$ cat config.mk
export PLATFORM = sky130hd
export DESIGN_NAME = ladder_arbiter
export DESIGN_NICKNAME = d
export VERILOG_FILES = /design/src/rtl/ladder_arbiter.sv
export SDC_FILE = /design/constraint.sdc
export NUM_CORES = 1
export LEC_CHECK = 0
export ABC_AREA = 1
export CAP_MARGIN = 0
export CORE_UTILIZATION = 45
export DETAILED_ROUTE_END_ITERATION = 16
export DONT_BUFFER_PORTS = 1
export SETUP_SLACK_MARGIN = 0.15
export SLEW_MARGIN = 20
export SYNTH_ARGS = -nofsm -noshare
export SYNTH_HDL_FRONTEND = slang
export SYNTH_SLANG_ARGS = --single-unit
$ cat constraint.sdc
create_clock -name clk -period 4.8 [get_ports clk]
set_clock_uncertainty 0.1 [all_clocks]
set_input_delay 0.96 -clock clk [delete_from_list [all_inputs] [get_ports clk]]
set_output_delay 0.96 -clock clk [all_outputs]
set_load 0.1 [all_outputs]
$ cat src/rtl/ladder_arbiter.sv
// ladder_arbiter: round-robin grant of a shared ladder-count engine.
// A granted requester's delta is latched, then count climbs 0..delta,
// falls back to 0, and a one-cycle done pulse reports which requester finished.
module ladder_arbiter #(
  parameter int N_REQ = 4,
  parameter int DW    = 3,
  parameter int CW    = 4
) (
  input  logic                       clk,
  input  logic                       reset,
  input  logic [N_REQ-1:0]           req_valid,
  input  logic [N_REQ*DW-1:0]        req_delta,
  output logic [N_REQ-1:0]           req_ready,
  output logic [CW-1:0]              count,
  output logic                       busy,
  output logic [$clog2(N_REQ)-1:0]   owner,
  output logic                       done,
  output logic [$clog2(N_REQ)-1:0]   done_id
);

  localparam int IW = $clog2(N_REQ);

  typedef enum logic [1:0] {IDLE, UP, DOWN, DONE} state_t;

  state_t           state_reg, state_next;
  logic [CW-1:0]    count_reg, count_next;
  logic [DW-1:0]    s_delta_reg, s_delta_next;
  logic [IW-1:0]    owner_reg, owner_next;
  logic [IW-1:0]    rr_ptr_reg, rr_ptr_next;

  logic [DW-1:0]    delta_arr [N_REQ];
  logic             grant_found;
  logic [IW-1:0]    grant_idx;

  // The count register must be able to hold the largest delta.
  generate
    if (CW < DW) begin : g_width_check
      $error("ladder_arbiter: CW must be >= DW");
    end
  endgenerate

  // Unpack the flat delta bus into one field per requester.
  genvar gi;
  generate
    for (gi = 0; gi < N_REQ; gi++) begin : g_delta
      assign delta_arr[gi] = req_delta[gi*DW +: DW];
    end
  endgenerate

  // Round-robin search: first valid requester at or after rr_ptr, wrapping.
  always_comb begin
    grant_found = 1'b0;
    grant_idx   = '0;
    for (int k = 0; k < N_REQ; k++) begin
      automatic int idx = (int'(rr_ptr_reg) + k) % N_REQ;
      if (!grant_found && req_valid[idx]) begin
        grant_found = 1'b1;
        grant_idx   = IW'(idx);
      end
    end
  end

  // Next-state logic: grant in IDLE, then climb, descend and report.
  always_comb begin
    state_next   = state_reg;
    count_next   = count_reg;
    s_delta_next = s_delta_reg;
    owner_next   = owner_reg;
    rr_ptr_next  = rr_ptr_reg;
    req_ready    = '0;
    done         = 1'b0;
    case (state_reg)
      IDLE: begin
        if (grant_found) begin
          req_ready[grant_idx] = 1'b1;
          s_delta_next         = delta_arr[grant_idx];
          owner_next           = grant_idx;
          rr_ptr_next          = (grant_idx == IW'(N_REQ - 1)) ? '0 : grant_idx + 1'b1;
          count_next           = '0;
          state_next           = (delta_arr[grant_idx] == '0) ? DONE : UP;
        end
      end
      UP: begin
        if (count_reg != CW'(s_delta_reg)) begin
          count_next = count_reg + 1'b1;
        end else begin
          // Peak reached: start descending; a peak of 1 lands on 0 directly.
          count_next = count_reg - 1'b1;
          state_next = (s_delta_reg == DW'(1)) ? DONE : DOWN;
        end
      end
      DOWN: begin
        count_next = count_reg - 1'b1;
        if (count_reg == CW'(1)) begin
          state_next = DONE;
        end
      end
      DONE: begin
        done       = 1'b1;
        count_next = '0;
        state_next = IDLE;
      end
      default: state_next = IDLE;
    endcase
  end

  // State registers; reset aborts any run without a done pulse.
  always_ff @(posedge clk) begin
    if (reset) begin
      state_reg   <= IDLE;
      count_reg   <= '0;
      s_delta_reg <= '0;
      owner_reg   <= '0;
      rr_ptr_reg  <= '0;
    end else begin
      state_reg   <= state_next;
      count_reg   <= count_next;
      s_delta_reg <= s_delta_next;
      owner_reg   <= owner_next;
      rr_ptr_reg  <= rr_ptr_next;
    end
  end

  assign count   = count_reg;
  assign busy    = (state_reg != IDLE);
  assign owner   = owner_reg;
  assign done_id = done ? owner_reg : '0;

endmodule

==> flow_metrics.py <==
metrics = {
    "synthesis": {
        "ys_seq_area_share_pct": 18.34,
        "synth_area_leaders": "dfxtp_1 18%, nand2_1 13%, inv_1 12%",
        "synthTopCellsByCount": "50 x nand2_1, 44 x inv_1, 18 x nand3_1",
        "synth_top_area_cell": "dfxtp_1",
        "synthArstFlopShare_pct": 0,
        "yosysWarnings": 0,
        "netlist_area_mm2": 0.001419,
        "syn_inst": 224,
        "synthFlopType": "dfxtp_1",
        "syn_area_per_cell_um2": 6.334,
        "synth.distinct_cells": 31,
        "synth_fp_nets": 253,
        "synth_edf_count": 0,
        "ys_ff_latch": 13,
        "yosysMostFrequentCell": "nand2_1",
        "netlist.area_leader.share_pct": 18.34,
    },
    "worst_setup_path": {
        "cp_cell_sequence": "inv_1 > nand2_1 > nand3_1 > nand2_4 > inv_1 > nand2_1 > nand2_4 > nand3_4 > inv_1 > ha_1 > inv_1 > nor2_2 > buf_4",
        "crit_path_frequent_cell": "inv_1",
        "cp_max_fo": 9,
        "worstSetupStartpointType": "primary input",
        "required_ps": 3740,
        "endpoint_kind": "output pin",
        "crit_family": "simple AND/OR/NAND/NOR gates",
        "cpMaxStageDelayCell": "buf_4",
        "critPathKind": "in -> out",
        "critPathBufInv": 5,
        "slowest_delay_ps": 310,
        "cp.arrival_ps": 2480,
    },
    "route": {
        "first_pass_iters": 4,
        "drc": 0,
        "drt_iter0_markers": 63,
        "wl_per_cell_um": 10.81,
        "routed_wl_mm": 2.962,
        "num_vias": 1332,
        "via_per_inst": 4.861,
        "antenna_left": 0,
    },
    "clock_tree": {
        "root_buffer": "clkbuf_4",
        "insertion_delay_ps": 280,
        "h-tree-depth": 1,
        "postCtsSetupRepairBufs": 0,
        "cts_buffers": 3,
        "cts.path.max_buffers": 2,
        "cts_hold_buf": 0,
        "ctsResizeCount": 0,
        "clk_pin_slew_ps": 80,
        "cts_tree": "built",
        "cts.sinks": 13,
    },
    "die": {
        "die_w_um": 58.15,
        "start_util_pct": 46.86,
        "coreArea_mm2": 0.003028,
        "die-area_mm2": 0.003381,
        "num_io_pins": 32,
        "die_h_um": 58.15,
        "rows": 20,
    },
    "flow_run": {
        "drv_cap": 0,
    },
    "run_status": {
        "status": "finished clean",
    },
    "placed_design": {
        "hpwl_mm": 2.380,
        "io_buffers": 0,
        "gp_congestion": 0.8247,
    },
    "layout": {
        "final_nets": 260,
        "drive_above_1_share_pct": 18.26,
        "syn_to_final_growth_pct": 7.848,
        "diodes": 0,
        "largest_register_ffs": 4,
    },
    "worst_hold_path": {
        "min_path_type": "reg -> reg",
    },
    "sta": {
        "hold_viol_final": 0,
        "tightest_slew_ps": 1123,
        "slew_violations": 0,
        "min_period_ps": 3541,
        "finalCritPeriodShare_pct": 73.77,
        "max_freq_mhz": 282.4,
        "final-setup-viol-count": 0,
        "slew_headroom_pct": 25.06,
        "rsz0062_at_grt": "no",
        "final.setup.tns_ps": 0,
    },
    "grt": {
        "grt_pass1_vias": 1249,
        "grt_max_degree": 15,
        "grt_overflow": 0,
        "grt_pass1_wl_mm": 5.030,
        "grt_use_total_pct": 19.05,
        "antenna_found_initial": 0,
    },
}
[logic make-up (layout without fill, tap and decap cells)]
group                      count (synthesis)  count (layout)  synth area share (%)
AOI/OAI and AO/OA                         31              31                 11.90
xor gates and xnor gates                   5               5                 3.086
adders and majority gates                 11              11                 9.700
buffers and inverters                     54              60                 15.78
DFF                                       13              13                 18.34
and+or+nand+nor                          110             110                 41.18
[cells in the final DEF (no fill, tap or decap), drive strengths merged]
cell    Yosys  final
xor2        4      4
dfxtp      13     13
buf         3      6
a211oi      2      2
nor3        2      2
inv        49     49
clkbuf      1      3
o21ai      14     14
nand2      63     63
xnor2       1      1
nand4       7      7
a21oi      13     13
nand3      22     22
o21a        1      1
clkinv      1      2
nor2       16     16
o21bai      1      1
ha         11     11
[area by class of cell]
type	count	area (um2)
well taps	44	55.05
multi-input cells	157	944.7
flip-flops and latches	13	261.5
fillers	320	1498
inverters	50	196.4
repair buffers	6	45.04
clock inverters	1	5.005
clock buffers	3	22.52
[metal layers]
metal  part of all wire [%]  up-vias  GRT usage [%]
li1                       -      710              -
met1                     49      588          24.12
met2                     46       30          32.35
met3                    4.6        4          4.688
met4                   0.95        0          4.762
met5                      0        -              0
[through the flow]
stage	utilization, %	area, um2	hold WS, ps	instances	worst slack, ps
finish	50.54	1530	406.7	274	1259
global route	50.54	1530	457.9	274	1023
CTS	50.54	1530	414.1	274	1237
detailed placement	49.63	1503	399.0	270	1252
global placement	49.59	1501	395.7	270	1287
floorplan	-	1419	377.8	224	540.2
[worst min-delay path, delay by kind of cell, from the launching register on]
| family | cells | cell delay (ps) |
|---|---|---|
| AO/OA/AOI/OAI | 1 | 70 |
| buffers and inverters | 1 | 90 |
| flip-flops | 1 | 310 |
[final timing paths]
check / end / depth (start not counted) / from / slack (ps)
max: req_ready[1] / 13 / req_valid[3] / 1260
min: count[2]$_SDFFE_PP0P_ / 2 / count[2]$_SDFFE_PP0P_ / 410
max reg2reg: state_reg[1]$_SDFFE_PP0P_ / 7 / count[1]$_SDFFE_PP0P_ / 2390
min reg2reg: count[2]$_SDFFE_PP0P_ / 2 / count[2]$_SDFFE_PP0P_ / 410
Power is not shown: default switching activity piles up to over one toggle a cycle in this logic, so the estimate is an artifact.
